**config.mk**
```make
export PLATFORM = sky130hd
export DESIGN_NAME = ps2_host_tx
export DESIGN_NICKNAME = d
export VERILOG_FILES = /design/src/rtl/ps2_host_tx.sv
export SDC_FILE = /design/constraint.sdc
export NUM_CORES = 1
export LEC_CHECK = 0
export CAP_MARGIN = 15
export CORE_ASPECT_RATIO = 0.9
export CORE_UTILIZATION = 59
export DETAILED_ROUTE_END_ITERATION = 10
export GPL_TIMING_DRIVEN = 0
export PLACE_DENSITY_LB_ADDON = 0.2
export SETUP_SLACK_MARGIN = 0.1
export SLEW_MARGIN = 0
export SYNTH_ARGS = -nofsm -noshare
export SYNTH_HDL_FRONTEND = slang
export SYNTH_SLANG_ARGS = --single-unit
```
**constraint.sdc**
```tcl
create_clock -name clk65 -period 2.7 [get_ports clk65]
set_input_delay 0.54 -clock clk65 [delete_from_list [all_inputs] [get_ports clk65]]
set_output_delay 0.54 -clock clk65 [all_outputs]
set_load 0.05 [all_outputs]
```
**src/rtl/ps2_host_tx.sv**
```systemverilog
// ps2_host_tx: PS/2 host-to-device command byte transmitter; define PS2_TX_FILTER_EN for 8-cycle input glitch filtering
module ps2_host_tx #(
  parameter int INHIBIT_CYCLES = 6500,
  parameter int TIMEOUT_CYCLES = 1_300_000
) (
  input  logic       clk65,
  input  logic       rst,
  input  logic [7:0] tx_data,
  input  logic       tx_start,
  input  logic       ps2_clk_in,
  input  logic       ps2_data_in,
  output logic       ps2_clk_oe,
  output logic       ps2_data_oe,
  output logic       tx_busy,
  output logic       tx_done,
  output logic       tx_error
);
  localparam logic [2:0] IDLE      = 3'd0;
  localparam logic [2:0] INHIBIT   = 3'd1;
  localparam logic [2:0] REQ       = 3'd2;
  localparam logic [2:0] SHIFT     = 3'd3;
  localparam logic [2:0] ACK       = 3'd4;
  localparam logic [2:0] WAIT_IDLE = 3'd5;
  logic [1:0]  clk_sync, data_sync;
  logic        clk_f, data_f, clk_prev, fall;
  logic [2:0]  state;
  logic [12:0] inh_cnt;
  logic [20:0] to_cnt;
  logic [3:0]  bit_idx;
  logic [7:0]  data_q;
  logic        data_oe_q;
  logic [9:0]  frame;
  // two-flop synchronizers, reset to the released (high) level so reset never fakes an edge
  always_ff @(posedge clk65 or posedge rst)
    if (rst) begin
      clk_sync  <= 2'b11;
      data_sync <= 2'b11;
    end else begin
      clk_sync  <= {clk_sync[0], ps2_clk_in};
      data_sync <= {data_sync[0], ps2_data_in};
    end
`ifdef PS2_TX_FILTER_EN
  logic [2:0] clk_run, data_run;
  // filtered level follows the synced level only after it has differed for 8 consecutive cycles
  always_ff @(posedge clk65 or posedge rst)
    if (rst) begin
      clk_f    <= 1'b1;
      data_f   <= 1'b1;
      clk_run  <= '0;
      data_run <= '0;
    end else begin
      clk_run  <= (clk_sync[1] == clk_f) ? 3'd0 : clk_run + 3'd1;
      data_run <= (data_sync[1] == data_f) ? 3'd0 : data_run + 3'd1;
      if (clk_sync[1] != clk_f && clk_run == 3'd7) clk_f <= clk_sync[1];
      if (data_sync[1] != data_f && data_run == 3'd7) data_f <= data_sync[1];
    end
`else
  assign clk_f  = clk_sync[1];
  assign data_f = data_sync[1];
`endif
  // previous clock level for falling-edge detection
  always_ff @(posedge clk65 or posedge rst)
    if (rst) clk_prev <= 1'b1;
    else clk_prev <= clk_f;
  assign fall  = clk_prev & ~clk_f;
  assign frame = {1'b1, ~^data_q, data_q};
  // transaction sequencer: inhibit, request, shift 10 bits, check ACK, wait for bus idle
  always_ff @(posedge clk65 or posedge rst)
    if (rst) begin
      state     <= IDLE;
      inh_cnt   <= '0;
      to_cnt    <= '0;
      bit_idx   <= '0;
      data_q    <= '0;
      data_oe_q <= 1'b0;
      tx_done   <= 1'b0;
      tx_error  <= 1'b0;
    end else begin
      tx_done  <= 1'b0;
      tx_error <= 1'b0;
      case (state)
        IDLE:
          if (tx_start) begin
            state   <= INHIBIT;
            data_q  <= tx_data;
            inh_cnt <= '0;
          end
        INHIBIT:
          if (inh_cnt == 13'(INHIBIT_CYCLES - 1)) begin
            state     <= REQ;
            data_oe_q <= 1'b1;
          end else inh_cnt <= inh_cnt + 13'd1;
        REQ: begin
          state   <= SHIFT;
          to_cnt  <= '0;
          bit_idx <= '0;
        end
        default:
          if (to_cnt == 21'(TIMEOUT_CYCLES - 1)) begin
            state     <= IDLE;
            data_oe_q <= 1'b0;
            tx_error  <= 1'b1;
          end else begin
            to_cnt <= to_cnt + 21'd1;
            if (state == SHIFT && fall) begin
              data_oe_q <= ~frame[bit_idx];
              bit_idx   <= (bit_idx == 4'd9) ? bit_idx : bit_idx + 4'd1;
              if (bit_idx == 4'd9) state <= ACK;
            end else if (state == ACK && fall) begin
              state    <= data_f ? IDLE : WAIT_IDLE;
              tx_error <= data_f;
            end else if (state == WAIT_IDLE && clk_f && data_f) begin
              state   <= IDLE;
              tx_done <= 1'b1;
            end
          end
      endcase
    end
  assign tx_busy     = state != IDLE;
  assign ps2_clk_oe  = state == INHIBIT || state == REQ;
  assign ps2_data_oe = data_oe_q;
endmodule

```
==> results.sh <==
export IMPL_drc=0
export IMPL_die_area_um2=5490
export IMPL_hold_viol=0
export IMPL_path_class="flip-flop to output pin"
export IMPL_outcome="finished, final reports clean"
export IMPL_post_route_period_util=0.916
export IMPL_ir_drop_mv=0.397
export IMPL_worstSkewPairLatency_ns=0.35
export IMPL_area_growth_syn_to_layout_pct=16.4
export IMPL_timing_hold_ws_ns=0.353
export IMPL_crit_path_top_delay_cell="clkdlybuf4s50_1"
export IMPL_fin_skew_ns=0.0104
export IMPL_yosysUniqueCellTypes=59
export IMPL_synth_ff_type="dfrtp_1"
export IMPL_worstPathRequired_ns=2.16
export IMPL_synth_edf_count=0
export IMPL_port_buffers=17
export IMPL_grt_max_degree=45
export IMPL_clockBufferDepth=2
export IMPL_drv_cap=0
export IMPL_hp_class="flip-flop to flip-flop"
export IMPL_async_reset_ff_frac=1.00
export IMPL_path_max_fanout=8
export IMPL_initial_core_util=0.622
export IMPL_synth_area_um2=3070
export IMPL_r2r_start="to_cnt[0]$_DFFE_PP0P_"
export IMPL_rows=24
export IMPL_ctsHtreeMaxLevel=3
export IMPL_wl_per_cell_um=15.8
export IMPL_rr_endpoint="state[1]$_DFFE_PP0P_"
export IMPL_overflow=0
export IMPL_path_buf_inv=1
export IMPL_yosysWarningCount=0
export IMPL_fmax_ghz=0.404
export IMPL_end_kind="output pin"
export IMPL_vias=2466
export IMPL_hp_start="clk_sync[0]$_DFF_PP1_"
export IMPL_hold_path_end="clk_sync[1]$_DFF_PP1_"
export IMPL_power_density_nw_per_um2=522
export IMPL_root_buffer="clkbuf_8"
export IMPL_maxSlewViolCount=0
export IMPL_io_pins=18
export IMPL_dieWidth_um=78.0
export IMPL_hold_path_depth=0
export IMPL_layout_setup_ws_ns=0.227
export IMPL_rsz0062_at_grt="false"
export IMPL_syn_inst=311
export IMPL_die_h_um=70.4
export IMPL_pre_cts_slack_ns=-0.0450
export IMPL_worstMarginPinSlew_ns=0.871
export IMPL_cts_tree="built"
export IMPL_diodes=0
export IMPL_path_clk_slew_ns=0.07
export IMPL_cp_start_kind="flip-flop"
export IMPL_gp_congestion=0.885
export IMPL_rr_worst_depth=7
export IMPL_fillers=359
export IMPL_cp_arrival_ns=1.93
export IMPL_syn_avg_cell_area_um2=9.86
export IMPL_drt_vias_per_instance=6.01
export IMPL_path_cells="or3_1 -> clkdlybuf4s50_1"
export IMPL_coreArea_um2=4920
export IMPL_r2r_setup_slack_ns=0.42
export IMPL_synth_seq_cells=57
export IMPL_drt_wl_total_mm=6.46
export IMPL_grt_pass1_wl_mm=10.9
export IMPL_p_leak_nw=1.55
export IMPL_drive_above_1_share=0.136
export IMPL_first_global_vias=2339
export IMPL_syn_num_nets=328
export IMPL_drt_initial_drc_count=196
export IMPL_grt_usage=0.267
export IMPL_hpwlAfterDp_mm=4.39
export IMPL_cp_top_family="buffers and inverters"
export IMPL_slowest_delay_ns=0.72
export IMPL_seq_area_frac_synth=0.467
export IMPL_max_slew_margin=0.414
export IMPL_cts_buffers=9
export IMPL_setup_viol=0
export IMPL_nets=357
export IMPL_fin_crit_ns=2.47
export IMPL_ant_nets=0
export IMPL_drtPass1Iterations=4
export IMPL_cts_sinks=57
export IMPL_antenna_found_initial=0
layer usage:
metal | track usage | wire length (µm) | share of wire
met1 | 0.338 | 2850 | 0.44
met2 | 0.429 | 3070 | 0.48
met3 | 0.0863 | 352 | 0.054
met4 | 0.0967 | 187 | 0.029
met5 | 0 | 0 | 0
placed cells by master, fill, tap and decap left out, types with 3 or more instances in the layout:
cell / count
and3_1: 7
clkbuf_8: 11
nor2_1: 49
a22o_1: 3
a21oi_1: 6
mux2i_1: 3
ha_1: 4
dfstp_2: 5
nand4_1: 11
mux2_2: 9
and2_1: 3
clkbuf_1: 8
xnor2_1: 16
xor2_1: 20
nor4_1: 5
nor3_1: 7
dfrtp_1: 52
clkdlybuf4s50_1: 16
o21ai_0: 11
o211ai_1: 4
inv_1: 7
o22ai_1: 4
nand3_1: 10
nand2_1: 18
what timing repair did:
item / CTS / global route
setup endpoints to repair: 1 / 1
buffers inserted: 0 / 0
hold buffers: 0 / 0
resized for setup: 4 / 2
state kept, by name, summed over array words and instances (netlist names):
register and count:
tx_error 1, to_cnt 21, data_sync 2, ps2_data_oe 1, clk_sync 2, tx_done 1, data_q 8, state 3
inh_cnt 13, clk_prev 1, bit_idx 4
synth_stat cells, types with 3 or more instances:
cell type  count  area (µm²)
o22ai_1        4        25.0
dfstp_2        5         131
and2_1         3        18.8
o211ai_1       4        30.0
nor4_1         5        31.3
clkbuf_1      10        37.5
xnor2_1       16         140
a22o_1         3        26.3
and3_1         7        43.8
nand3_1       10        50.1
o21ai_0       11        55.1
xor2_1        20         175
nor3_1         7        35.0
dfrtp_1       52        1300
a21oi_1        6        30.0
ha_1           4        50.1
mux2_2         9         101
nand4_1       11        68.8
nor2_1        49         184
nand2_1       18        67.6
mux2i_1        3        30.0
inv_1          8        30.0
worst max path at each step:
stage / startpoint / endpoint / depth (start not counted)
after floorplan: state[0]$_DFFE_PP0P_ / ps2_clk_oe / 4
after global placement: rst / to_cnt[4]$_DFFE_PP0P_ / 2
after detailed placement: state[0]$_DFFE_PP0P_ / ps2_clk_oe / 5
after CTS: state[0]$_DFFE_PP0P_ / ps2_clk_oe / 5
after global routing: state[1]$_DFFE_PP0P_ / ps2_clk_oe / 4
final: state[1]$_DFFE_PP0P_ / tx_busy / 2
metrics by stage:
| stage | cell area (µm²) | std cells | total power [mW] | utilization | TNS [ns] |
|---|---|---|---|---|---|
| 6_report | 3570 | 410 | 1.86 | 0.725 | 0 |
| 5_1_grt | 3570 | 410 | 1.92 | 0.725 | 0 |
| 4_1_cts | 3570 | 410 | 1.88 | 0.725 | 0 |
| 3_5_place_dp | 3340 | 394 | 0.964 | 0.678 | -0.0450 |
| 3_3_place_gp | 3320 | 393 | 0.958 | 0.674 | -11.40 |
| 2_1_floorplan | 3070 | 311 | 0.932 | - | 0 |
cell families after synthesis:
kind of cell	synth area share
simple gates	0.233
fa+ha+maj	0.0163
flops	0.467
compound gates	0.105
mux	0.0502
xor+xnor	0.103
buf+inv	0.0257
worst register-to-register path: cells and delay by family, from the launching register on:
kind                     cells  cell delay (ns)
AND/OR/NAND/NOR              3             1.00
flip-flops                   1             0.42
AO/OA/AOI/OAI                2             0.37
adder cells (fa/ha/maj)      1             0.20
buffers and inverters        1             0.15
area by class of cell:
type	count	area, µm²	share of cell area
inverters	8	30.0	0.00841
clock buffers	11	151	0.0424
flip-flops and latches	57	1430	0.401
plain buffers	11	51.3	0.0144
clock inverters	5	77.6	0.0217
well taps	65	81.3	0.0228
multi-input cells	235	1550	0.435
repair buffers	18	191	0.0536
where the power goes:
group	internal [mW]	switching [mW]	leakage, nW	total, mW
clock network	0.566	0.348	0.115	0.914
registers	0.868	0.00956	0.749	0.877
logic	0.0379	0.0322	0.688	0.0701
total	1.47	0.390	1.55	1.86
No activity file was read; power rests on OpenSTA's default activity.
